## config.mk

```make
export PLATFORM = sky130hd
export DESIGN_NAME = tt_um_ay5876_pattern_generator_flat
export DESIGN_NICKNAME = d
export VERILOG_FILES = /design/src/rtl/tt_um_ay5876_pattern_generator_pkg.sv /design/src/rtl/tt_um_ay5876_pattern_generator_if.sv /design/src/rtl/tt_um_ay5876_pattern_generator_bit_timer.sv /design/src/rtl/tt_um_ay5876_pattern_generator.sv /design/src/flat_wrapper.sv
export SDC_FILE = /design/constraint.sdc
export NUM_CORES = 1
export LEC_CHECK = 0
export CORE_ASPECT_RATIO = 0.7
export CORE_MARGIN = 2
export CORE_UTILIZATION = 41
export DETAILED_ROUTE_END_ITERATION = 8
export PLACE_DENSITY = 0.75
export SLEW_MARGIN = 20
export SYNTH_ARGS = -nofsm -noshare
export SYNTH_HDL_FRONTEND = slang
export SYNTH_SLANG_ARGS = --single-unit
```

## constraint.sdc

```tcl
create_clock -name clk -period 2 [get_ports clk]
set_clock_uncertainty 0.2 [all_clocks]
set_input_delay 0.5 -clock clk [delete_from_list [all_inputs] [get_ports clk]]
set_output_delay 0.5 -clock clk [all_outputs]
set_load 0.005 [all_outputs]
```

## src/rtl/tt_um_ay5876_pattern_generator_pkg.sv

```systemverilog
// Shared constants and state encoding for the serial pattern generator.
// The ui_in bit positions are kept here so the driver and the detectors agree on them.
package tt_um_ay5876_pattern_generator_pkg;

    localparam int PAT_W      = 8;
    localparam int LEN_W      = 3;
    localparam int START_BIT  = 3;
    localparam int REPEAT_BIT = 4;
    localparam int ABORT_BIT  = 5;

    typedef enum logic [1:0] {
        ST_IDLE = 2'b00,
        ST_SEND = 2'b01,
        ST_DONE = 2'b10
    } state_e;

endpackage

```

## src/rtl/tt_um_ay5876_pattern_generator_if.sv

```systemverilog
// Tiny Tapeout style pin bundle between a driver (master) and the generator (slave).
interface tt_um_ay5876_pattern_generator_if;

    logic       ena;
    logic [7:0] ui_in;
    logic [7:0] uio_in;
    logic [7:0] uo_out;
    logic [7:0] uio_out;
    logic [7:0] uio_oe;

    modport master (
        output ena, ui_in, uio_in,
        input  uo_out, uio_out, uio_oe
    );

    modport slave (
        input  ena, ui_in, uio_in,
        output uo_out, uio_out, uio_oe
    );

endinterface

```

## src/rtl/tt_um_ay5876_pattern_generator_bit_timer.sv

```systemverilog
// Bit-period timer: counts 0..CLKS_PER_BIT-1 and flags the terminal count.
// Holding clear keeps the count at 0 so the first bit after release gets a full period.
module pattern_bit_timer #(
    parameter int CLKS_PER_BIT = 1
) (
    input  logic clk,
    input  logic rst_n,
    input  logic clear,
    output logic tick
);

    localparam logic [7:0] TERM = 8'(CLKS_PER_BIT - 1);

    logic [7:0] cnt_q;
    logic [7:0] cnt_d;

    assign tick = (cnt_q == TERM);

    always_comb begin
        cnt_d = cnt_q + 8'd1;
        if (clear || tick) begin
            cnt_d = '0;
        end
    end

    always_ff @(posedge clk) begin
        if (!rst_n) begin
            cnt_q <= '0;
        end else begin
            cnt_q <= cnt_d;
        end
    end

endmodule

```

## src/rtl/tt_um_ay5876_pattern_generator.sv

```systemverilog
// Serial test-pattern transmitter: shifts a 1..8 bit pattern MSB-first on uo_out[0],
// once or back-to-back, with abort and a one-cycle done pulse.
module tt_um_ay5876_pattern_generator
    import tt_um_ay5876_pattern_generator_pkg::*;
#(
    parameter int CLKS_PER_BIT = 1
) (
    input  logic                                  clk,
    input  logic                                  rst_n,
    tt_um_ay5876_pattern_generator_if.slave       tt
);

    state_e            state_q, state_d;
    logic [PAT_W-1:0]  pattern_q, pattern_d;
    logic [LEN_W-1:0]  last_idx_q, last_idx_d;
    logic [LEN_W-1:0]  bit_idx_q, bit_idx_d;
    logic              start_q;

    logic              start_pulse;
    logic              rep;
    logic              abort;
    logic              tick;
    logic              timer_clear;

    assign start_pulse = tt.ui_in[START_BIT] & ~start_q;
    assign rep         = tt.ui_in[REPEAT_BIT];
    assign abort       = tt.ui_in[ABORT_BIT];
    assign timer_clear = (state_q != ST_SEND);

    pattern_bit_timer #(
        .CLKS_PER_BIT (CLKS_PER_BIT)
    ) u_bit_timer (
        .clk   (clk),
        .rst_n (rst_n),
        .clear (timer_clear),
        .tick  (tick)
    );

    // The stored length is kept as len-1 so it doubles as the first bit index.
    always_comb begin
        state_d    = state_q;
        pattern_d  = pattern_q;
        last_idx_d = last_idx_q;
        bit_idx_d  = bit_idx_q;
        unique case (state_q)
            ST_IDLE: begin
                if (start_pulse && !abort) begin
                    state_d    = ST_SEND;
                    pattern_d  = tt.uio_in;
                    last_idx_d = tt.ui_in[LEN_W-1:0];
                    bit_idx_d  = tt.ui_in[LEN_W-1:0];
                end
            end
            ST_SEND: begin
                if (abort) begin
                    state_d = ST_IDLE;
                end else if (tick) begin
                    if (bit_idx_q == '0) begin
                        if (rep) begin
                            bit_idx_d = last_idx_q;
                        end else begin
                            state_d = ST_DONE;
                        end
                    end else begin
                        bit_idx_d = bit_idx_q - 1'b1;
                    end
                end
            end
            ST_DONE: begin
                state_d = ST_IDLE;
            end
            default: begin
                state_d = ST_IDLE;
            end
        endcase
    end

    always_ff @(posedge clk) begin
        if (!rst_n) begin
            state_q    <= ST_IDLE;
            pattern_q  <= '0;
            last_idx_q <= '0;
            bit_idx_q  <= '0;
            start_q    <= 1'b1;
        end else begin
            state_q    <= state_d;
            pattern_q  <= pattern_d;
            last_idx_q <= last_idx_d;
            bit_idx_q  <= bit_idx_d;
            start_q    <= tt.ui_in[START_BIT];
        end
    end

    logic             sending;
    logic             tx;
    logic [LEN_W-1:0] idx_out;

    assign sending = (state_q == ST_SEND);
    assign tx      = sending & pattern_q[bit_idx_q];
    assign idx_out = sending ? bit_idx_q : '0;

    assign tt.uo_out  = {1'b0, sending & rep, idx_out, (state_q == ST_DONE), sending, tx};
    assign tt.uio_out = '0;
    assign tt.uio_oe  = '0;

    logic unused_inputs;
    assign unused_inputs = &{1'b0, tt.ena, tt.ui_in[7:6]};

endmodule

```

## src/flat_wrapper.sv

```systemverilog
// flat-port wrapper written by rule: the top's interface ports become plain ports
module tt_um_ay5876_pattern_generator_flat import tt_um_ay5876_pattern_generator_pkg::*;
#(
    parameter int CLKS_PER_BIT = 1
)
  (clk, rst_n, tt_ena, tt_ui_in, tt_uio_in, tt_uo_out, tt_uio_out, tt_uio_oe);
  tt_um_ay5876_pattern_generator_if tt_i ();
  input  logic clk;
  input  logic rst_n;
  input wire logic [$bits(tt_i.ena)-1:0] tt_ena;
  input wire logic [$bits(tt_i.ui_in)-1:0] tt_ui_in;
  input wire logic [$bits(tt_i.uio_in)-1:0] tt_uio_in;
  output wire logic [$bits(tt_i.uo_out)-1:0] tt_uo_out;
  output wire logic [$bits(tt_i.uio_out)-1:0] tt_uio_out;
  output wire logic [$bits(tt_i.uio_oe)-1:0] tt_uio_oe;
  assign tt_i.ena = tt_ena;
  assign tt_i.ui_in = tt_ui_in;
  assign tt_i.uio_in = tt_uio_in;
  assign tt_uo_out = tt_i.uo_out;
  assign tt_uio_out = tt_i.uio_out;
  assign tt_uio_oe = tt_i.uio_oe;
  tt_um_ay5876_pattern_generator #(.CLKS_PER_BIT(CLKS_PER_BIT)) u_core (.clk(clk), .rst_n(rst_n), .tt(tt_i));
endmodule
```

==> results.toml <==
[synth]
syn-mean-instance-area_um2 = 9.367
synthMostInstantiatedCell = "dfxtp_1"
async_flop_share = 0
syn_area_um2 = 1386
netlist.area_leader.share = 0.3610
ys_ff_latch = 25
ys_types = 35
synthTopCellsByArea = "dfxtp_1, buf_4, mux2i_1"
synthFlopType = "dfxtp_1"
yosys.area.top_type = "dfxtp_1"
synth_common_cells = "dfxtp_1, buf_4, mux2i_1, nor2_1, nor2b_1"
ys_seq_area_frac = 0.3610
yosys_warnings = 0
synth_edf_count = 0
netlist_instances = 148

[timing]
drv_slew = 0
fin_ws_ns = -0.1744
hold_viol = 0
setup_viol = 1
fmax_mhz = 459.9
rsz0062_at_grt = "true"
fin_crit_ns = 2.174
holdWs_ns = 0.3235
fin_crit_sh = 1.087

[setup_path]
crit_start = "u_core.bit_idx_q[0]"
slowest_delay_ns = 0.50
critPathKind = "register to output pin"
r2r_cells = 8
worstPathRequired_ns = 1.30
rrSetupSlack_ns = 0.09
crit_slowest_cell = "mux4_2"
critical_path_arrival_ns = 1.47
r2r-start = "u_core.bit_idx_q[1]"
start_kind = "register"
cp-end-kind = "output pin"
crit_fanout = 4
cp_cell_sequence = "mux4_2 -> mux2i_1 -> nor2_1 -> buf_2"
r2r-end = "u_core.bit_idx_q[1]"

[final_layout]
final_nets = 208
fin_area_um2 = 1772
syn_to_final_growth_pct = 27.80
drive_gt1_frac = 0.2228
antenna_cells = 0

[power]
p_total_uw = 944.3
ir_drop_uv = 303.3
p_leak_uw = 0.0007294
cellPowerDensity_nw_per_um2 = 533.0

[drt]
avgViaCountPerCell = 4.667
drtIter0Drc = 31
wl_um = 2646
drt_first_pass_iters = 4
num_vias = 1036
final_antenna_net_count = 0
drc_errors = 0
wl_per_cell_um = 11.92

[grt]
grt_pass1_vias = 972
antenna_found_initial = 0
grt_max_degree = 16
grt_use_total = 0.1496
overflow = 0
grt_pass1_wl_um = 4416

[worst_hold_path]
min_path_type = "register to register"
hold_depth = 2
holdPathEnd = "u_core.pattern_q[4]"
hp-start = "u_core.pattern_q[4]"

[die]
die_h_um = 52.65
io_pins = 43
fp.dieW_um = 73.50
core_um2 = 3191
die_area_um2 = 3870
num_rows = 17
initial_core_util = 0.4345

[outcome]
outcome = "finished, violations left"
violations = "negative setup slack"

[place]
dp_hpwl_um = 2080
gp_congestion = 0.7512
placed_area_um2 = 1675
io_buffers = 22

[clock_tree]
clk_latency_ns = 0.27
numClockSinks = 25
cts_tree = "yes"
cts_root_buffer = "clkbuf_8"
htree_levels = 1
clk_pin_slew_worst_paths_ns = 0.09
cts_buffers = 3
cts_max_path_buffers = 2

[job]
maxCapViolations = 0
through the flow:
| stage | cells | setup TNS, ns | worst slack [ns] | utilization |
|---|---|---|---|---|
| 2_1_floorplan | 164 | 0 | 0.08688 | - |
| 4_1_cts | 221 | -0.1811 | -0.1811 | 0.5416 |
| 3_3_place_gp | 217 | -2.174 | -0.2965 | 0.5251 |
| 3_5_place_dp | 217 | -2.651 | -0.3364 | 0.5251 |
| 6_report | 222 | -0.1744 | -0.1744 | 0.5553 |
| 5_1_grt | 222 | -0.2420 | -0.2367 | 0.5553 |
layout by cell type, fill, tap and decap left out, drive strengths merged, types with 2 or more instances in the layout:
cell type / instances
mux4: 2
or2: 2
clkdlybuf4s50: 13
nor2b: 13
conb: 17
and3: 2
and2: 3
nand2b: 5
xor2: 5
mux2i: 13
dlygate4sd2: 6
inv: 7
nand3: 6
ha: 4
nor4: 2
clkbuf: 3
nor2: 13
a31oi: 2
nor3: 2
nand2: 4
dfxtp: 25
buf: 19
o31ai: 2
per-layer routing:
metal / GRT usage / wire, um / up-vias
met2: 0.2351 / 1168 / 23
met5: 0 / 0 / -
met3: 0.05385 / 124 / 2
li1: - / - / 536
met4: 0.03636 / 11 / 0
met1: 0.1951 / 1342 / 475
cells by family after synthesis:
family	count (synthesis)	synth area share
simple gates	56	0.2446
buf+inv	30	0.1336
flops	25	0.3610
mux	15	0.1263
compound gates	11	0.05776
xor+xnor	6	0.03791
fa+ha+maj	4	0.03610
other cells	1	0.002705
timing repair:
action,in CTS,in global routing
setup endpoints to repair,10,7
pin swaps,2,4
buffers inserted,0,1
hold buffers,0,0
resized for setup,23,10
how the worst max path moves through the flow:
stage	to
after floorplan	tt_uo_out[0]
after global placement	u_core.bit_idx_q[1]
after detailed placement	u_core.bit_idx_q[2]
after CTS	tt_uo_out[0]
after global routing	tt_uo_out[0]
final	tt_uo_out[0]
final cells by class:
type | count | area [um2]
Clock inverter | 1 | 7.507
Clock buffer | 3 | 41.29
Sequential cell | 25 | 510.5
Inverter | 7 | 26.28
Multi-Input combinational cell | 109 | 798.3
Timing Repair Buffer | 39 | 340.3
Fill cell | 272 | 1419
Tap cell | 38 | 47.55
worst max-delay path, delay by kind of cell, from the launching register on:
kind,cells,cell delay [ns]
flip-flops,1,0.39
buffers and inverters,1,0.12
multiplexers,2,0.64
AND/OR/NAND/NOR,1,0.05
state kept, by name, indices dropped and copies added (netlist names):
| signal | cells |
|---|---|
| u_core.pattern_q | 8 |
| u_core.u_bit_timer.cnt_q | 8 |
| u_core.bit_idx_q | 3 |
| u_core.last_idx_q | 3 |
| u_core.state_q | 2 |
| u_core.start_q | 1 |
power by group:
part,internal (uW),total [uW],switching (uW)
Clock,141,304,163
Combinational,72.4,127,55.1
Sequential,505,513,7.39
Power figures use the tool's default switching activity.
